**src/rtl/bcd_pkg.sv**
```systemverilog
// Shared types and constants for the sequential binary-to-BCD converter.
package bcd_pkg;

  typedef enum logic [1:0] {
    IDLE  = 2'd0,
    SHIFT = 2'd1,
    FIN   = 2'd2
  } state_t;

  // Active-low 7-segment patterns, bit 0 = a .. bit 6 = g
  localparam logic [6:0] SEG_BLANK = 7'h7F;
  localparam logic [6:0] SEG_DASH  = 7'h3F;

  // Digit patterns 0..9, entry k is the pattern for digit k
  localparam logic [9:0][6:0] SEG_TABLE = {
    7'b0011000,  // 9
    7'b0000000,  // 8
    7'b1111000,  // 7
    7'b0000010,  // 6
    7'b0010010,  // 5
    7'b0011001,  // 4
    7'b0110000,  // 3
    7'b0100100,  // 2
    7'b1111001,  // 1
    7'b1000000   // 0
  };

  // Double-dabble digit correction; result never exceeds 12, so no carry out
  function automatic logic [3:0] add3(input logic [3:0] d);
    return (d >= 4'd5) ? d + 4'd3 : d;
  endfunction

  // Non-decimal codes cannot occur in a valid result; show them blank
  function automatic logic [6:0] seg_of(input logic [3:0] d);
    return (d <= 4'd9) ? SEG_TABLE[d] : SEG_BLANK;
  endfunction

endpackage

```
**src/rtl/bcd_digit_adj.sv**
```systemverilog
// Single BCD digit add-3-if->=5 correction stage.
module bcd_digit_adj
  import bcd_pkg::*;
(
  input  logic [3:0] d,
  output logic [3:0] q
);

  assign q = add3(d);

endmodule

```
**src/rtl/bin_to_bcd_seq.sv**
```systemverilog
// Sequential double-dabble binary-to-BCD converter with start/busy/done handshake.
// Optional active-low 7-segment output enabled by defining SEG_DECODE_EN.
module bin_to_bcd_seq
  import bcd_pkg::*;
#(
  parameter int unsigned W_IN     = 8,
  parameter int unsigned N_DIGITS = 3
) (
  input  logic                    clk,
  input  logic                    rst_n,
  input  logic                    start,
  input  logic [W_IN-1:0]         bin,
  output logic                    busy,
  output logic                    done,
  output logic [4*N_DIGITS-1:0]   bcd,
`ifdef SEG_DECODE_EN
  output logic [7*N_DIGITS-1:0]   seg,
`endif
  output logic                    ovf
);

  localparam int unsigned CW = (W_IN > 1) ? $clog2(W_IN) : 1;

  state_t                  state, state_nxt;
  logic                    load, step, fin;
  logic [W_IN-1:0]         sh;
  logic [4*N_DIGITS-1:0]   scr;
  logic [4*N_DIGITS-1:0]   adj;
  logic                    ovf_acc;
  logic [CW-1:0]           cnt;

  for (genvar g = 0; g < N_DIGITS; g++) begin : g_adj
    bcd_digit_adj u_adj (
      .d (scr[4*g +: 4]),
      .q (adj[4*g +: 4])
    );
  end

  // State register
  always_ff @(posedge clk or negedge rst_n) begin
    if (!rst_n) state <= IDLE;
    else        state <= state_nxt;
  end

  // Next-state and datapath control strobes
  always_comb begin
    state_nxt = state;
    load      = 1'b0;
    step      = 1'b0;
    fin       = 1'b0;
    case (state)
      IDLE: begin
        if (start) begin
          load      = 1'b1;
          state_nxt = SHIFT;
        end
      end
      SHIFT: begin
        step = 1'b1;
        if (cnt == '0) state_nxt = FIN;
      end
      FIN: begin
        fin       = 1'b1;
        state_nxt = IDLE;
      end
      default: state_nxt = IDLE;
    endcase
  end

`ifdef SEG_DECODE_EN
  logic [7*N_DIGITS-1:0] seg_nxt;
  logic                  seg_lead;

  // Segment patterns from the finished scratch digits; scanned MSB digit first
  // so leading zeros blank until the first nonzero digit, units always shown
  always_comb begin
    seg_nxt  = '1;
    seg_lead = 1'b1;
    for (int unsigned i = 0; i < N_DIGITS; i++) begin
      if (ovf_acc) begin
        seg_nxt[7*(N_DIGITS-1-i) +: 7] = SEG_DASH;
      end else if (seg_lead && scr[4*(N_DIGITS-1-i) +: 4] == 4'd0 && i != N_DIGITS-1) begin
        seg_nxt[7*(N_DIGITS-1-i) +: 7] = SEG_BLANK;
      end else begin
        seg_lead = 1'b0;
        seg_nxt[7*(N_DIGITS-1-i) +: 7] = seg_of(scr[4*(N_DIGITS-1-i) +: 4]);
      end
    end
  end
`endif

  // Shift/adjust datapath and registered handshake outputs
  always_ff @(posedge clk or negedge rst_n) begin
    if (!rst_n) begin
      sh      <= '0;
      scr     <= '0;
      ovf_acc <= 1'b0;
      cnt     <= '0;
      busy    <= 1'b0;
      done    <= 1'b0;
      bcd     <= '0;
      ovf     <= 1'b0;
`ifdef SEG_DECODE_EN
      seg     <= '1;
`endif
    end else begin
      busy <= (state_nxt != IDLE);
      done <= fin;
      if (load) begin
        sh      <= bin;
        scr     <= '0;
        ovf_acc <= 1'b0;
        cnt     <= CW'(W_IN - 1);
      end
      if (step) begin
        sh      <= sh << 1;
        scr     <= {adj[4*N_DIGITS-2:0], sh[W_IN-1]};
        ovf_acc <= ovf_acc | adj[4*N_DIGITS-1];
        if (cnt != '0) cnt <= cnt - CW'(1);
      end
      if (fin) begin
        bcd <= scr;
        ovf <= ovf_acc;
`ifdef SEG_DECODE_EN
        seg <= seg_nxt;
`endif
      end
    end
  end

endmodule

```
**config.mk**
```make
export PLATFORM = sky130hd
export DESIGN_NAME = bin_to_bcd_seq
export DESIGN_NICKNAME = d
export VERILOG_FILES = /design/src/rtl/bcd_pkg.sv /design/src/rtl/bcd_digit_adj.sv /design/src/rtl/bin_to_bcd_seq.sv
export SDC_FILE = /design/constraint.sdc
export NUM_CORES = 1
export LEC_CHECK = 0
export BUFFER_PORTS_ARGS = -buffer_cell sky130_fd_sc_hd__buf_2
export CORE_MARGIN = 10
export CORE_UTILIZATION = 40
export DETAILED_ROUTE_END_ITERATION = 6
export GPL_TIMING_DRIVEN = 0
export MAX_ROUTING_LAYER = met4
export SLEW_MARGIN = 20
export SYNTH_ARGS = -nofsm -noshare
export SYNTH_HDL_FRONTEND = slang
export SYNTH_HIERARCHICAL = 1
export SYNTH_SLANG_ARGS = --single-unit
```
**constraint.sdc**
```tcl
create_clock -name clk -period 1.5 [get_ports clk]
set_input_delay 0.15 -clock clk [delete_from_list [all_inputs] [get_ports clk]]
set_output_delay 0.15 -clock clk [all_outputs]
set_load 0.01 [all_outputs]
```
Word level (Yosys, flattened, before mapping). Index checks and enable logic that the tools add are counted.

Flip-flop bits (word level): 41. Input bits: 11. Output and inout bits: 15.

Reductions and logical operators: 5. Bitwise gates (word level): 1. Order comparisons: 3. $add $sub $neg: 4. Mux-type cells: 19. Equal/unequal tests: 2.

Operator list (number): 12-bit two-way mux (2); 8-bit two-way mux (2); 4-bit by 2-bit adder with 4-bit output (second input constant) (3); 4-bit by 3-bit greater-or-equal comparator with 1-bit output (second input constant) (3); 4-bit two-way mux (3); 3-bit two-way mux (3); 1-bit two-way mux (6); 2-bit two-way mux (2); 2-bit case mux with 2 select lines (1); 2-bit nonzero test (2); 3-bit logical NOT (1); 3-bit nonzero test (1); 3-bit by 1-bit subtractor with 3-bit output (second input constant) (1); 2-bit by 1-bit equality test with 1-bit output (second input constant) (1); 2-bit equality test (second input constant) (1); 2-bit logical NOT (1); 1-bit OR (1).

Longest topological paths before layout.
Word-level depth: 5. Gate-level depth with buffers: 7.

Hierarchy. Netlist, hierarchy kept.

By module, submodules not included: bin_to_bcd_seq (area each 1679.1 µm², sequential area each 1026.0 µm², instances 1, cells each 126); bcd_digit_adj (area each 101.3 µm², sequential area each 0.0 µm², instances 3, cells each 16).

Least setup slack after synthesis. No wires, ideal clock.

Path type: register to register. Start: register scr[8]. End: register scr[10]. Arrival: 1212 ps. Data required time: 1379 ps. Cell stages (with the launch flop): 6. Setup slack: 167 ps. Path buffers: 0. Cell sequence: dfrtp_1 ha_1 nand2b_1 a21oi_2 mux2i_1 a22o_1.

Word-level cells in the longest chain between the ends: 3. Elaborated cells on any way between the ends: 4. Those cells by class: add/sub: 1; order compare: 1; mux: 2.

Ends and longest elaborated chain: start, declared (RTL line bin_to_bcd_seq.sv:27) `logic [4*N_DIGITS-1:0] scr;`; start signal, assigned (RTL line bin_to_bcd_seq.sv:117) `scr <= {adj[4*N_DIGITS-2:0], sh[W_IN-1]};`; 4-bit by 2-bit adder with 4-bit output / 4-bit by 3-bit greater-or-equal comparator with 1-bit output (equally long branches) (RTL line bcd_pkg.sv:30) `return (d >= 4'd5) ? d + 4'd3 : d;`; 4-bit two-way mux * (RTL line bcd_pkg.sv:30); net adj[9] (RTL line bin_to_bcd_seq.sv:28) `logic [4*N_DIGITS-1:0] adj;`; 12-bit two-way mux * (RTL line bin_to_bcd_seq.sv:115) `if (step) begin`.

Mark *: on every way through the listed nets, which the timed path passes. The rest lies on a longest branch. A chain may end at the register's enable or synchronous reset.

Worst setup path in the final report.
Start: register scr[1]. End: register scr[2].

Same word-level chain as after synthesis.

==> flow_metrics.env <==
export IMPL_ys_warn_count=6
export IMPL_dp_hpwl_mm=2.61
export IMPL_coreArea_sq_um=4750
export IMPL_ios=26
export IMPL_chipHeight_um=90.4
export IMPL_dr_total_vias=1349
export IMPL_syn_area_sq_um=1980
export IMPL_seqPwrFrac=0.415
export IMPL_cp_end_kind="flip-flop"
export IMPL_cp_slowest_cell="dfrtp_1"
export IMPL_cts_sinks=41
export IMPL_startpoint_type="flip-flop"
export IMPL_postSynthCellCount=174
export IMPL_syn_avg_cell_area_sq_um=11.4
export IMPL_wl_per_cell_um=13.5
export IMPL_cts_tree="done"
export IMPL_first_global_vias=1404
export IMPL_synth_seq_cells=41
export IMPL_ys_seq_area_frac=0.517
export IMPL_diodes=0
export IMPL_grt_antenna_before_repair=0
export IMPL_violations="negative hold slack"
export IMPL_whs_ns=-0.0223
export IMPL_ir_drop_uv=778
export IMPL_grt_first_pass_wirelength_mm=6.58
export IMPL_drtIter0Drc=60
export IMPL_gp_congestion=0.725
export IMPL_routed_via_density=4.92
export IMPL_path_max_fanout=4
export IMPL_r2r_slack_ns=0.08
export IMPL_path_class="flip-flop to flip-flop"
export IMPL_nets=226
export IMPL_worst_pin_slew_ns=0.884
export IMPL_clock_skew_ns=0.00174
export IMPL_r2r_end="scr[2]"
export IMPL_rows=25
export IMPL_synth_edf_count=0
export IMPL_clkTransAtPathRegs_ns=0.07
export IMPL_period_needed_ns=1.42
export IMPL_final_common_cell="dfrtp_1"
export IMPL_drv_cap=0
export IMPL_wirelength_mm=3.70
export IMPL_most_common_layout_cells="dfrtp_1 (38), buf_2 (30), nand2_1 (21)"
export IMPL_slew_violations=0
export IMPL_power_frac_comb=0.427
export IMPL_cts_inserted_buffers=5
export IMPL_p_leak_nw=1.18
export IMPL_cp_required_ns=1.73
export IMPL_cts_max_level=2
export IMPL_ys_flop_type="dfrtp_1"
export IMPL_port_buffers=25
export IMPL_start_util=0.417
export IMPL_synth_net_count=193
export IMPL_cts_hold_fix_buffers=0
export IMPL_clock_path_buffers=2
export IMPL_p_clk_frac=0.158
export IMPL_worstSkewPairLatency_ns=0.29
export IMPL_max_stage_delay_ns=0.39
export IMPL_maxSlewHeadroom=0.411
export IMPL_status="finished with violations"
export IMPL_dieArea_sq_um=8170
export IMPL_pwr_density_cell_nw_per_um2=2000
export IMPL_grt_max_degree=42
export IMPL_timing_final_crit_share=0.950
export IMPL_place_inst=266
export IMPL_rr_startpoint="scr[1]"
export IMPL_switching_share=0.362
export IMPL_cp_data_arrival_time_ns=1.66
export IMPL_drive_gt1_frac=0.304
export IMPL_tns_ns=0
export IMPL_p_switching_mw=1.66
export IMPL_setup_viol=0
export IMPL_ys_async_sr_fraction=1.00
export IMPL_final_cells=274
export IMPL_cts_root_buf="clkbuf_8"
export IMPL_syn_to_final_growth_pct=15.6
export IMPL_drc=0
export IMPL_gr_usage_all_layers=0.0989
export IMPL_min_path_type="input port to async pin"
export IMPL_crit_path_cell_trace="inv_1, ha_1, nand2b_1, a21oi_2, mux2i_1, a22o_1"
export IMPL_drt_pass1_iter_count=4
export IMPL_intPower_mw=2.93
export IMPL_hold_viol_final=41
export IMPL_die_w_um=90.4
export IMPL_antenna_left=0
export IMPL_max_freq_mhz=702
export IMPL_r2r_cells=6
export IMPL_overflow=0
export IMPL_synth_cell_types=28
export IMPL_rsz0062_at_grt="no"
-- synth_stat cells, types with 2 or more instances --
library cell	instances	area (sq um)
buf_2	5	25.0
dfrtp_1	41	1030
a22oi_1	8	60.1
a21oi_2	3	26.3
mux2_4	9	135
mux2_2	4	45.0
mux2i_1	4	40.0
a22o_1	12	105
nor2b_1	3	18.8
xnor2_1	3	26.3
nor2_1	4	15.0
inv_1	13	48.8
ha_1	8	100
o21ai_1	4	20.0
nand2b_1	9	56.3
nand2_1	21	78.8
a21oi_1	2	10.0
o21ai_0	10	50.1
a31oi_1	2	12.5
-- cell type report --
type	instances	area [sq um]
repair buffers	26	133
inverters	13	48.8
fillers	479	2460
multi-input cells	113	867
clock buffers	7	86.3
plain buffers	7	43.8
flip-flops and latches	41	1030
well taps	67	83.8
-- repair_timing --
action                     4_1_cts  5_1_grt
resized for setup                0        5
setup endpoints to repair        0        6
buffers inserted                 0        1
hold endpoints to repair         0        0
-- worst max path at each step --
stage | from | depth (start not counted) | slack (ns) | endpoint
floorplan | scr[8] | 5 | 0.17 | scr[10]
global placement | scr[0] | 5 | 0.07 | scr[2]
detailed placement | scr[8] | 5 | 0.06 | scr[10]
CTS | scr[8] | 5 | 0.05 | scr[10]
global route | scr[5] | 6 | 0.002 | scr[6]
finish | scr[1] | 6 | 0.08 | scr[2]
-- power by group through the flow --
stage	sequential (mW)	clock [mW]	combinational, mW
final	1.91	0.727	1.96
after global routing	1.98	0.809	2.22
after CTS	1.90	0.753	1.98
after detailed placement	1.92	0	1.96
after global placement	1.92	0	1.92
after floorplan	1.91	0	1.46
-- critical path: cells and delay by family, from the launching register on --
| kind | cells | cell delay [ns] |
|---|---|---|
| adder cells (fa/ha/maj) | 1 | 0.17 |
| AND/OR/NAND/NOR | 1 | 0.16 |
| buffers and inverters | 1 | 0.09 |
| flip-flops | 1 | 0.39 |
| AO/OA/AOI/OAI | 2 | 0.34 |
| multiplexers | 1 | 0.21 |
-- logic make-up after synthesis --
| kind of cell | count (synthesis) | synth area share |
|---|---|---|
| adders and majority gates | 8 | 0.0505 |
| DFF | 41 | 0.517 |
| AOI/OAI and AO/OA | 45 | 0.162 |
| and+or+nand+nor | 40 | 0.0997 |
| muxes | 17 | 0.111 |
| buffers and inverters | 20 | 0.0467 |
| xor gates and xnor gates | 3 | 0.0133 |
-- layer usage --
metal	share of wire	global-route usage	vias to the layer above	wire length, um
met5	0	-	-	0
met4	0.014	0.0358	0	53
met3	0.051	0.0382	7	189
met2	0.47	0.154	22	1740
met1	0.47	0.114	655	1730
li1	-	-	665	-
-- sequential cells by signal (all words and copies together), names as in the netlist --
| name | cells |
|---|---|
| bcd | 12 |
| busy | 1 |
| cnt | 3 |
| done | 1 |
| ovf | 1 |
| ovf_acc | 1 |
| scr | 12 |
| sh | 8 |
| state | 2 |
-- through the flow --
| step | instance area [sq um] | total power [mW] | hold slack, ns | util | worst slack, ns |
|---|---|---|---|---|---|
| after CTS | 2280 | 4.63 | 0.0228 | 0.479 | 0.0490 |
| after global routing | 2290 | 5.01 | 0.0614 | 0.482 | 0.00184 |
| final | 2290 | 4.59 | -0.0223 | 0.482 | 0.0750 |
| after floorplan | 1980 | 3.37 | -0.146 | - | 0.167 |
| after global placement | 2190 | 3.84 | 0.348 | 0.461 | 0.0728 |
| after detailed placement | 2190 | 3.89 | 0.340 | 0.461 | 0.0572 |
(Power assumes the default switching activity.)
